<file path="src/rtl/mcu_link.sv">
// ----------------------------------------------------------------------------
// mcu_link -- UART link from the radio to its housekeeping MCU.
//
// Reports level changes on N_EVT asynchronous event inputs as one-byte codes
// and sends a version burst (RADIO_ID followed by FW_VERSION, MSB byte first)
// on request. A boot announcement (version burst, then one current-state byte
// per channel) is sent after every reset. The bytes pass through a small
// inferred-RAM FIFO into an 8N1 serializer.
//
// Optional receiver: define MCU_LINK_RX_EN to build an 8N1 deserialiser on
// uart_rx. A received 8'h3F then also requests a version burst. Without the
// macro, uart_rx is ignored and the rx_* outputs are held at 0.
//
// Ports
//   clk         in   single clock
//   rst         in   synchronous, active-high reset
//   uart_tx     out  serial line to the MCU, idle high
//   uart_rx     in   serial line from the MCU (asynchronous)
//   evt_in      in   [N_EVT] asynchronous event levels, bit 0 is PTT
//   ver_req     in   one-cycle pulse requesting a version burst
//   tx_busy     out  FIFO non-empty or serializer active
//   rx_byte     out  [8] last good received byte
//   rx_valid    out  one-cycle strobe, rx_byte updated
//   rx_frm_err  out  one-cycle strobe, stop bit received as 0
// ----------------------------------------------------------------------------
module mcu_link #(
    parameter int          CLKS_PER_BIT = 6400,
    parameter int          N_EVT        = 1,
    parameter int          FIFO_DEPTH   = 16,
    parameter logic [7:0]  RADIO_ID     = 8'h33,
    parameter logic [63:0] FW_VERSION   = 64'b0
) (
    input  logic             clk,
    input  logic             rst,
    output logic             uart_tx,
    input  logic             uart_rx,
    input  logic [N_EVT-1:0] evt_in,
    input  logic             ver_req,
    output logic             tx_busy,
    output logic [7:0]       rx_byte,
    output logic             rx_valid,
    output logic             rx_frm_err
);

    localparam int          AW       = $clog2(FIFO_DEPTH);
    localparam logic [15:0] BIT_LAST = 16'(CLKS_PER_BIT - 1);

    // ------------------------------------------------------------------
    // Event input synchronisers
    // ------------------------------------------------------------------
    logic [N_EVT-1:0] evt_meta_reg;
    logic [N_EVT-1:0] evt_sync_reg;

    always_ff @(posedge clk) begin
        if (rst) begin
            evt_meta_reg <= '0;
            evt_sync_reg <= '0;
        end else begin
            evt_meta_reg <= evt_in;
            evt_sync_reg <= evt_meta_reg;
        end
    end

    // Code for the current synchronised level of each channel.
    logic [7:0] code_now [N_EVT];

    generate
        for (genvar gi = 0; gi < N_EVT; gi++) begin : g_code
            assign code_now[gi] = evt_sync_reg[gi] ? 8'(8'h24 + 2 * gi)
                                                   : 8'(8'h23 + 2 * gi);
        end
    endgenerate

    // Version burst bytes: RADIO_ID, then FW_VERSION most significant first.
    logic [7:0] ver_byte [9];

    assign ver_byte[0] = RADIO_ID;

    generate
        for (genvar gi = 1; gi < 9; gi++) begin : g_ver
            assign ver_byte[gi] = FW_VERSION[(8 - gi) * 8 +: 8];
        end
    endgenerate

    // ------------------------------------------------------------------
    // Receiver (optional) -- provides the 3F version request source
    // ------------------------------------------------------------------
    logic rx_ver_req;

`ifdef MCU_LINK_RX_EN
    typedef enum logic [1:0] {R_IDLE, R_START, R_DATA, R_STOP} rx_state_t;

    localparam logic [15:0] HALF_LAST = 16'(CLKS_PER_BIT / 2 - 1);

    rx_state_t   rx_state_reg;
    logic        rx_meta_reg;
    logic        rx_sync_reg;
    logic        rx_prev_reg;
    logic [15:0] rx_cnt_reg;
    logic [2:0]  rx_bit_reg;
    logic [7:0]  rx_shift_reg;
    logic [7:0]  rx_byte_reg;
    logic        rx_valid_reg;
    logic        rx_frm_err_reg;

    always_ff @(posedge clk) begin
        if (rst) begin
            rx_state_reg   <= R_IDLE;
            rx_meta_reg    <= 1'b1;
            rx_sync_reg    <= 1'b1;
            rx_prev_reg    <= 1'b1;
            rx_cnt_reg     <= '0;
            rx_bit_reg     <= '0;
            rx_shift_reg   <= '0;
            rx_byte_reg    <= '0;
            rx_valid_reg   <= 1'b0;
            rx_frm_err_reg <= 1'b0;
        end else begin
            rx_meta_reg    <= uart_rx;
            rx_sync_reg    <= rx_meta_reg;
            rx_prev_reg    <= rx_sync_reg;
            rx_valid_reg   <= 1'b0;
            rx_frm_err_reg <= 1'b0;
            case (rx_state_reg)
                R_IDLE: begin
                    if (rx_prev_reg && !rx_sync_reg) begin
                        rx_state_reg <= R_START;
                        rx_cnt_reg   <= '0;
                    end
                end
                R_START: begin
                    // Half a bit in: a line that is high again was a glitch.
                    if (rx_cnt_reg == HALF_LAST) begin
                        rx_cnt_reg   <= '0;
                        rx_bit_reg   <= '0;
                        rx_state_reg <= rx_sync_reg ? R_IDLE : R_DATA;
                    end else begin
                        rx_cnt_reg <= rx_cnt_reg + 16'd1;
                    end
                end
                R_DATA: begin
                    // Counting starts at mid start bit, so every sample is mid-bit.
                    if (rx_cnt_reg == BIT_LAST) begin
                        rx_cnt_reg   <= '0;
                        rx_shift_reg <= {rx_sync_reg, rx_shift_reg[7:1]};
                        if (rx_bit_reg == 3'd7) begin
                            rx_state_reg <= R_STOP;
                        end else begin
                            rx_bit_reg <= rx_bit_reg + 3'd1;
                        end
                    end else begin
                        rx_cnt_reg <= rx_cnt_reg + 16'd1;
                    end
                end
                default: begin
                    if (rx_cnt_reg == BIT_LAST) begin
                        rx_cnt_reg   <= '0;
                        rx_state_reg <= R_IDLE;
                        if (rx_sync_reg) begin
                            rx_byte_reg  <= rx_shift_reg;
                            rx_valid_reg <= 1'b1;
                        end else begin
                            rx_frm_err_reg <= 1'b1;
                        end
                    end else begin
                        rx_cnt_reg <= rx_cnt_reg + 16'd1;
                    end
                end
            endcase
        end
    end

    assign rx_byte    = rx_byte_reg;
    assign rx_valid   = rx_valid_reg;
    assign rx_frm_err = rx_frm_err_reg;
    assign rx_ver_req = rx_valid_reg && (rx_byte_reg == 8'h3F);
`else
    logic unused_uart_rx;

    assign unused_uart_rx = uart_rx;
    assign rx_byte        = 8'h00;
    assign rx_valid       = 1'b0;
    assign rx_frm_err     = 1'b0;
    assign rx_ver_req     = 1'b0;
`endif

    // ------------------------------------------------------------------
    // Producer: boot announcement, version bursts and event codes
    // ------------------------------------------------------------------
    typedef enum logic [1:0] {P_IDLE, P_VER, P_STATE} prod_state_t;

    prod_state_t      prod_state_reg;
    logic [3:0]       idx_reg;
    logic             boot_reg;
    logic             ver_pend_reg;
    logic [N_EVT-1:0] last_rep_reg;
    logic [N_EVT-1:0] pending_reg;
    logic [N_EVT-1:0] last_rep_next;
    logic [N_EVT-1:0] svc_mask;
    logic             svc_any;
    logic [3:0]       svc_idx;
    logic [3:0]       sel_idx;
    logic [7:0]       code_sel;
    logic             ver_take;
    logic             wr_en;
    logic [7:0]       wr_data;
    logic             upd_en;
    logic             full_reg;
    logic             empty_reg;

    // A pending channel is only serviced while its level still differs,
    // so a level that has already returned is never reported.
    assign svc_mask = pending_reg & (evt_sync_reg ^ last_rep_reg);
    assign ver_take = (prod_state_reg == P_IDLE) && ver_pend_reg;

    always_comb begin
        svc_any = |svc_mask;
        svc_idx = '0;
        for (int i = N_EVT - 1; i >= 0; i--) begin
            if (svc_mask[i]) begin
                svc_idx = 4'(i);
            end
        end
    end

    always_comb begin
        sel_idx  = (prod_state_reg == P_STATE) ? idx_reg : svc_idx;
        code_sel = '0;
        for (int i = 0; i < N_EVT; i++) begin
            if (sel_idx == 4'(i)) begin
                code_sel = code_now[i];
            end
        end
    end

    always_comb begin
        wr_en   = 1'b0;
        wr_data = '0;
        upd_en  = 1'b0;
        case (prod_state_reg)
            P_VER: begin
                wr_en   = !full_reg;
                wr_data = ver_byte[idx_reg];
            end
            P_STATE: begin
                wr_en   = !full_reg;
                upd_en  = !full_reg;
                wr_data = code_sel;
            end
            default: begin
                // A pending version request outranks any event.
                if (!ver_pend_reg && svc_any && !full_reg) begin
                    wr_en   = 1'b1;
                    upd_en  = 1'b1;
                    wr_data = code_sel;
                end
            end
        endcase
    end

    always_comb begin
        last_rep_next = last_rep_reg;
        for (int i = 0; i < N_EVT; i++) begin
            if (upd_en && (sel_idx == 4'(i))) begin
                last_rep_next[i] = evt_sync_reg[i];
            end
        end
    end

    always_ff @(posedge clk) begin
        if (rst) begin
            // Reset lands directly in VER so the boot burst starts on the
            // first cycle after release.
            prod_state_reg <= P_VER;
            idx_reg        <= '0;
            boot_reg       <= 1'b1;
            ver_pend_reg   <= 1'b0;
            last_rep_reg   <= '0;
            pending_reg    <= '0;
        end else begin
            last_rep_reg <= last_rep_next;
            pending_reg  <= evt_sync_reg ^ last_rep_next;

            // Requests seen while a version burst is starting or running
            // are folded into that burst.
            if ((prod_state_reg == P_VER) || ver_take) begin
                ver_pend_reg <= 1'b0;
            end else if (ver_req || rx_ver_req) begin
                ver_pend_reg <= 1'b1;
            end

            case (prod_state_reg)
                P_VER: begin
                    if (!full_reg) begin
                        if (idx_reg == 4'd8) begin
                            idx_reg        <= '0;
                            boot_reg       <= 1'b0;
                            prod_state_reg <= boot_reg ? P_STATE : P_IDLE;
                        end else begin
                            idx_reg <= idx_reg + 4'd1;
                        end
                    end
                end
                P_STATE: begin
                    if (!full_reg) begin
                        if (idx_reg == 4'(N_EVT - 1)) begin
                            idx_reg        <= '0;
                            prod_state_reg <= P_IDLE;
                        end else begin
                            idx_reg <= idx_reg + 4'd1;
                        end
                    end
                end
                default: begin
                    if (ver_take) begin
                        idx_reg        <= '0;
                        prod_state_reg <= P_VER;
                    end
                end
            endcase
        end
    end

    // ------------------------------------------------------------------
    // TX byte FIFO: pointers carry one extra wrap bit
    // ------------------------------------------------------------------
    logic [7:0]  mem_reg [FIFO_DEPTH];
    logic [7:0]  rd_data_reg;
    logic [AW:0] wptr_reg;
    logic [AW:0] rptr_reg;
    logic [AW:0] wptr_next;
    logic [AW:0] rptr_next;
    logic        rd_en;

    assign wptr_next = wptr_reg + {{AW{1'b0}}, wr_en};
    assign rptr_next = rptr_reg + {{AW{1'b0}}, rd_en};

    always_ff @(posedge clk) begin
        if (wr_en) begin
            mem_reg[wptr_reg[AW-1:0]] <= wr_data;
        end
    end

    always_ff @(posedge clk) begin
        if (rd_en) begin
            rd_data_reg <= mem_reg[rptr_reg[AW-1:0]];
        end
    end

    // Flags come from the next pointers, so a read and a write in the same
    // cycle leave them consistent.
    always_ff @(posedge clk) begin
        if (rst) begin
            wptr_reg  <= '0;
            rptr_reg  <= '0;
            full_reg  <= 1'b0;
            empty_reg <= 1'b1;
        end else begin
            wptr_reg  <= wptr_next;
            rptr_reg  <= rptr_next;
            full_reg  <= (wptr_next[AW] != rptr_next[AW]) &&
                         (wptr_next[AW-1:0] == rptr_next[AW-1:0]);
            empty_reg <= (wptr_next == rptr_next);
        end
    end

    // ------------------------------------------------------------------
    // 8N1 serializer
    // ------------------------------------------------------------------
    typedef enum logic [1:0] {S_IDLE, S_START, S_DATA, S_STOP} ser_state_t;

    ser_state_t  ser_state_reg;
    logic [15:0] tx_cnt_reg;
    logic [2:0]  tx_bit_reg;
    logic [7:0]  tx_shift_reg;
    logic        uart_tx_reg;
    logic        bit_done;

    assign bit_done = (tx_cnt_reg == BIT_LAST);

    // The next byte is fetched in the last stop-bit cycle so frames run
    // back to back; the read data is only needed at the end of the start bit.
    assign rd_en = !empty_reg &&
                   ((ser_state_reg == S_IDLE) ||
                    ((ser_state_reg == S_STOP) && bit_done));

    always_ff @(posedge clk) begin
        if (rst) begin
            ser_state_reg <= S_IDLE;
            tx_cnt_reg    <= '0;
            tx_bit_reg    <= '0;
            tx_shift_reg  <= '0;
            uart_tx_reg   <= 1'b1;
        end else begin
            case (ser_state_reg)
                S_IDLE: begin
                    if (rd_en) begin
                        ser_state_reg <= S_START;
                        tx_cnt_reg    <= '0;
                        uart_tx_reg   <= 1'b0;
                    end
                end
                S_START: begin
                    if (bit_done) begin
                        ser_state_reg <= S_DATA;
                        tx_cnt_reg    <= '0;
                        tx_bit_reg    <= '0;
                        tx_shift_reg  <= {1'b0, rd_data_reg[7:1]};
                        uart_tx_reg   <= rd_data_reg[0];
                    end else begin
                        tx_cnt_reg <= tx_cnt_reg + 16'd1;
                    end
                end
                S_DATA: begin
                    if (bit_done) begin
                        tx_cnt_reg <= '0;
                        if (tx_bit_reg == 3'd7) begin
                            ser_state_reg <= S_STOP;
                            uart_tx_reg   <= 1'b1;
                        end else begin
                            tx_bit_reg   <= tx_bit_reg + 3'd1;
                            uart_tx_reg  <= tx_shift_reg[0];
                            tx_shift_reg <= {1'b0, tx_shift_reg[7:1]};
                        end
                    end else begin
                        tx_cnt_reg <= tx_cnt_reg + 16'd1;
                    end
                end
                default: begin
                    if (bit_done) begin
                        tx_cnt_reg <= '0;
                        if (rd_en) begin
                            ser_state_reg <= S_START;
                            uart_tx_reg   <= 1'b0;
                        end else begin
                            ser_state_reg <= S_IDLE;
                        end
                    end else begin
                        tx_cnt_reg <= tx_cnt_reg + 16'd1;
                    end
                end
            endcase
        end
    end

    assign uart_tx = uart_tx_reg;
    assign tx_busy = !empty_reg || (ser_state_reg != S_IDLE);

endmodule
</file>
<file path="config.mk">
export PLATFORM = sky130hd
export DESIGN_NAME = mcu_link
export DESIGN_NICKNAME = d
export VERILOG_FILES = /design/src/rtl/mcu_link.sv
export SDC_FILE = /design/constraint.sdc
export NUM_CORES = 1
export LEC_CHECK = 0
export CAP_MARGIN = 20
export CORE_ASPECT_RATIO = 0.75
export CORE_MARGIN = 10
export CORE_UTILIZATION = 55
export CTS_BUF_LIST = sky130_fd_sc_hd__clkbuf_4 sky130_fd_sc_hd__clkbuf_8
export CTS_CLUSTER_DIAMETER = 50
export DETAILED_ROUTE_END_ITERATION = 8
export GPL_ROUTABILITY_DRIVEN = 0
export PLACE_DENSITY = 0.72
export SYNTH_ARGS = -nofsm -noshare
export SYNTH_HDL_FRONTEND = slang
export SYNTH_SLANG_ARGS = --single-unit
</file>
<file path="constraint.sdc">
create_clock -name clk -period 2.6 [get_ports clk]
set_input_delay 0.39 -clock clk [delete_from_list [all_inputs] [get_ports clk]]
set_output_delay 0.39 -clock clk [all_outputs]
set_load 0.02 [all_outputs]
</file>
# Word-level counts from Yosys, hierarchy flattened
# Memory sizes are Yosys's and may differ from the RTL's. A register that Yosys moved wholly into a read port is not among the register bits.
# Cells that the tools add are included.
word_totals:
  inputBits: 5
  elab_cells: 129
  reg_bits: 54
  memories: 2
  rom_bits: 128
  latchBits: 0
  out_inout_bits: 12
  ramBits: 128
classes:
  muxes: 50
  order_cmp: 1
  shifts: 0
  reduce_logical: 29
  bitwise_logic: 5
  n_eq_ne: 20
  mul: 0
  n_addsub: 5
  div_mod_pow: 0
mem_list:
  columns: ["name", "words", "width", "rd", "rd_ports_with_merged_regs", "wr", "line_no", "rtl"]
  rows:
  - ["(no name shown)", 16, 8, 1, 0, 0, "243", "wr_data = ver_byte[idx_reg];"]
  - ["mem_reg", 16, 8, 1, 1, 1, "327", "logic [7:0] mem_reg [FIFO_DEPTH];"]
ops:
  columns: ["op", "count"]
  rows:
  - ["$mux 16", 3]
  - ["$mux 8", 6]
  - ["$pmux 8 s2", 2]
  - ["$mux 4", 6]
  - ["$mux 2", 11]
  - ["$add 16x1->16 const B", 1]
  - ["$eq 16x13->1 const B", 1]
  - ["$ne 2x2->1 const B", 7]
  - ["$mux 3", 4]
  - ["$mux 1", 11]
  - ["$add 5x1->5", 2]
  - ["$reduce_and 5->1", 2]
  - ["$reduce_and 3->1", 3]
  - ["$logic_not 4->1", 2]
  - ["$pmux 4 s2", 1]
  - ["$logic_and 1x1->1", 7]
  - ["$eq 2x2->1 const B", 3]
  - ["$mux 6", 1]
  - ["$pmux 2 s3", 1]
  - ["$pmux 3 s2", 1]
  - ["$reduce_bool 2->1", 3]
  - ["$eq 5x5->1", 1]
  - ["$ge 5x5->1 const B", 1]
  - ["$not 4->5", 1]
  - ["20 further kinds", 29]

# Depth between registers and ports, before layout
logic_depth:
  depth_word: 9
  depth_mapped: 11
  depth_no_buf: 11

# Worst setup path before layout
# OpenSTA, ideal clock, no wires.
synth_timing:
  path_type: "register -> register"
  from: "reg tx_cnt_reg[10]"
  to: "reg full_reg"
  t_required_ns: 2.522
  arrival_time_ns: 2.567
  path_slack_ns: -0.045
  stages_incl_launch_ff: 11
  path_buffers: 0
  setup_ns: 0.078
  period_less_slack_ns: 2.645
  path_cell_list: "dfxtp_1 or4_4 nor4_4 a21oi_1 nor2_1 ha_1 nand3_1 xor2_1 xnor2_1 nand4_1 nor3_1"
synth_via:
  elab_chain_len: 7
  elab_cells_between_ends: 8
  cone_classes: "add/sub: 1; eq/ne: 3; reduce/logical: 4"
synth_rtl:
  columns: ["item", "line_no", "rtl"]
  rows:
  - ["from (decl)", "373", "logic [15:0] tx_cnt_reg;"]
  - ["from (signal assigned)", "411", "tx_cnt_reg <= tx_cnt_reg + 16'd1;"]
  - ["from (signal assigned)", "426", "tx_cnt_reg <= tx_cnt_reg + 16'd1;"]
  - ["from (signal assigned)", "439", "tx_cnt_reg <= tx_cnt_reg + 16'd1;"]
  - ["$eq 16x13->1 *", "379", "assign bit_done = (tx_cnt_reg == BIT_LAST);"]
  - ["$logic_and 1x1->1 *", "385", "((ser_state_reg == S_STOP) && bit_done));"]
  - ["$logic_or 1x1->1 *", "384", "((ser_state_reg == S_IDLE) ||"]
  - ["$logic_and 1x1->1 *", "383", "assign rd_en = !empty_reg &&"]
  - ["net rd_en", "333", "logic rd_en;"]
  - ["$add 5x1->5 *", "336", "assign rptr_next = rptr_reg + {{AW{1'b0}}, rd_en};"]
  - ["$eq 4x4->1 / $ne 1x1->1 (equally long branches)", "362, 361", null]
  - ["$logic_and 1x1->1 *", "361", "full_reg <= (wptr_next[AW] != rptr_next[AW]) &&"]
  - ["to (signal assigned)", "361", null]
  - ["to (decl)", "208", "logic full_reg;"]
# Mark *: on every way through the listed nets, which the timed path passes. The rest lies on a longest branch.
# A chain may end at the register's enable or synchronous reset.

# Final worst setup path
layout_timing:
  from: "reg tx_cnt_reg[9]"
  to: "reg full_reg"
# The elaborated chain is that of the path after synthesis.

==> flow_summary.ini <==
[synth]
synthArstFlopShare_pct = 0
yosysTopAreaCell = edfxtp_1
avgSynthCellArea_sq_um = 12.5
yosysTopAreaCellShare_pct = 37.6
ys_ff_latch = 119
synth_ff_type = edfxtp_1
synth_area_leaders = edfxtp_1 38%, dfxtp_1 19%, mux4_2 8.3%
synthCells = 434
synth_area_sq_um = 5430
synth_edf_count = 68
synth_cell_types = 62
ys_warn_count = 0
synth.yosys.seq_area_share_pct = 56.4

[timing]
tns_ns = 0
hold_ws_ns = 0.313
worst_pin_slew_ns = 0.722
period_share_pct = 95.8
setup_ws_ns = 0.108
setup_violations = 0
fmax_mhz = 401
fin_worst_skew_ns = 0.0106
final_hold_viol_count = 0
layout_min_cycle_time_ns = 2.49
drv_slew = 0
slew_headroom_pct = 51.4

[cts]
clk_latency_ns = 0.44
clkTransAtPathRegs_ns = 0.08
cts_sinks = 119
clockBufferDepth = 2
cts_htree_levels = 4
root_buffer = clkbuf_8
numCtsBuffers = 17
cts_tree = built

[routing]
first_pass_iters = 5
vias_per_cell = 5.66
drtIter0Drc = 292
postRouteWirelength_um = 10200
avgRoutedWirePerCell_um = 16.7
ant_nets = 0
drc = 0
vias = 3465

[grt]
grt_pass1_vias = 3338
grt_pass1_wl_um = 17000
grt_max_degree = 33
antenna_found_initial = 0
grt-ovfl-total = 0
grt_usage_pct = 15.1

[job]
timing.max_cap.violations = 0

[final_layout]
layout.cells.non_filler = 612
n_antenna_cell = 0
final_cell_mix = 68 x edfxtp_1, 50 x dfxtp_1, 49 x nor2_1
fin_util_pct = 63.6
n_fill_cell = 729
mostFrequentLayoutCell = edfxtp_1
largest_reg_flops = 64
fin_area_sq_um = 6150
seq_area_sq_um = 3060
area_delta_synth_final_pct = 13.2
drive_gt1_share_pct = 21.9
final_nets = 489
multi_input_area_sq_um = 2200

[pwr]
total_power_mw = 6.38
leakage_nw = 2.13
pwr_density_cell_nw_per_um2 = 1040
ir_drop_uv = 611

[setup_path]
worstPathCellList = or4bb_4, nor4_4, a21oi_2, nor2_2, buf_4, ha_2, xor2_2, xnor2_1, nand4_1, nor3_2
cp.arrival_ns = 2.86
path_max_fanout = 6
cp_slowest_stage_delay_ns = 0.58
endpoint_kind = flop
startpoint_type = flop
crit_slowest_cell = or4bb_4
cp_data_required_time_ns = 2.97
worstSetupPathType = flop to flop

[placed_design]
dpl-instance-area_sq_um = 5710
dpl.hpwl_um = 7060
dpl_worst_slack_ns = 0.0761
placedCellCount = 579
port_buffers = 5

[floorplan]
die_w_um = 135
die_area_sq_um = 14300
initial_core_util_pct = 56.2
ios = 17
num_rows = 31
core_sq_um = 9660
die_h_um = 106

[min_path]
hold_class = primary input to flop

[run_status]
outcome = finished clean
-- critical path: cells and delay by family, from the launching register on --
family,cells,cell delay [ns]
XOR/XNOR,2,0.33
AO/OA/AOI/OAI,1,0.10
adder cells (fa/ha/maj),1,0.20
flip-flops,1,0.35
buffers and inverters,1,0.16
AND/OR/NAND/NOR,5,1.29
-- what timing repair did --
action / CTS / global route
hold buffers: 0 / 0
buffers inserted: 0 / 1
setup endpoints to repair: 1 / 2
gates resized for setup: 1 / 7
pin swaps: 0 / 4
-- cell usage after synthesis, types with 3 or more instances --
cell	number
a311oi_1	6
nand3_1	12
nor2_1	50
a31oi_1	4
nor4_1	3
inv_1	17
a21oi_1	14
buf_2	4
mux2i_1	13
xor2_1	6
a211oi_2	3
o21ai_0	10
ha_1	17
o41ai_1	4
mux4_2	20
nand2_1	21
clkbuf_1	11
dfxtp_1	51
xnor2_1	7
buf_4	11
and2_1	5
nor2b_1	10
edfxtp_1	68
nor3_1	14
nand2b_1	6
nand4_1	3
-- power by group --
part / total (mW) / switching (mW) / internal, mW
clock network: 1.67 / 0.805 / 0.870
logic: 2.06 / 1.23 / 0.831
registers: 2.64 / 0.129 / 2.51
total: 6.38 / 2.17 / 4.21
-- final timing paths --
path            startpoint                end  slack [ns]  cells after the start
max          tx_cnt_reg[9]           full_reg        0.11                     10
min                    rst  prod_state_reg[1]        0.31                      2
max reg2reg  tx_cnt_reg[9]           full_reg        0.11                     10
min reg2reg   evt_meta_reg       evt_sync_reg        0.46                      1
-- layout make-up --
| type | count | share of cell area (%) |
|---|---|---|
| clock buffers | 17 | 3.81 |
| clock inverters | 15 | 2.69 |
| inverters | 17 | 1.04 |
| multi-input cells | 279 | 35.8 |
| flip-flops and latches | 119 | 49.8 |
| well taps | 132 | 2.69 |
| repair buffers | 33 | 4.13 |
-- layer usage --
layer | share of wire (%) | GRT usage (%) | up-vias | wire length, um
li1 | - | - | 1675 | -
met1 | 49 | 21.3 | 1698 | 5020
met2 | 45 | 21.8 | 82 | 4570
met3 | 5.4 | 4.89 | 10 | 556
met4 | 0.92 | 4.50 | 0 | 94
met5 | 0 | 0 | - | 0
-- cells by family after synthesis --
logic type | after synthesis | share of synthesized area, %
mux | 35 | 11.1
fa+ha+maj | 17 | 3.92
xor+xnor | 13 | 2.10
buf+inv | 45 | 4.26
simple gates | 142 | 13.6
flops | 119 | 56.4
compound gates | 62 | 8.55
other cells | 1 | 0.0691
Power figures use the tool's default switching activity.
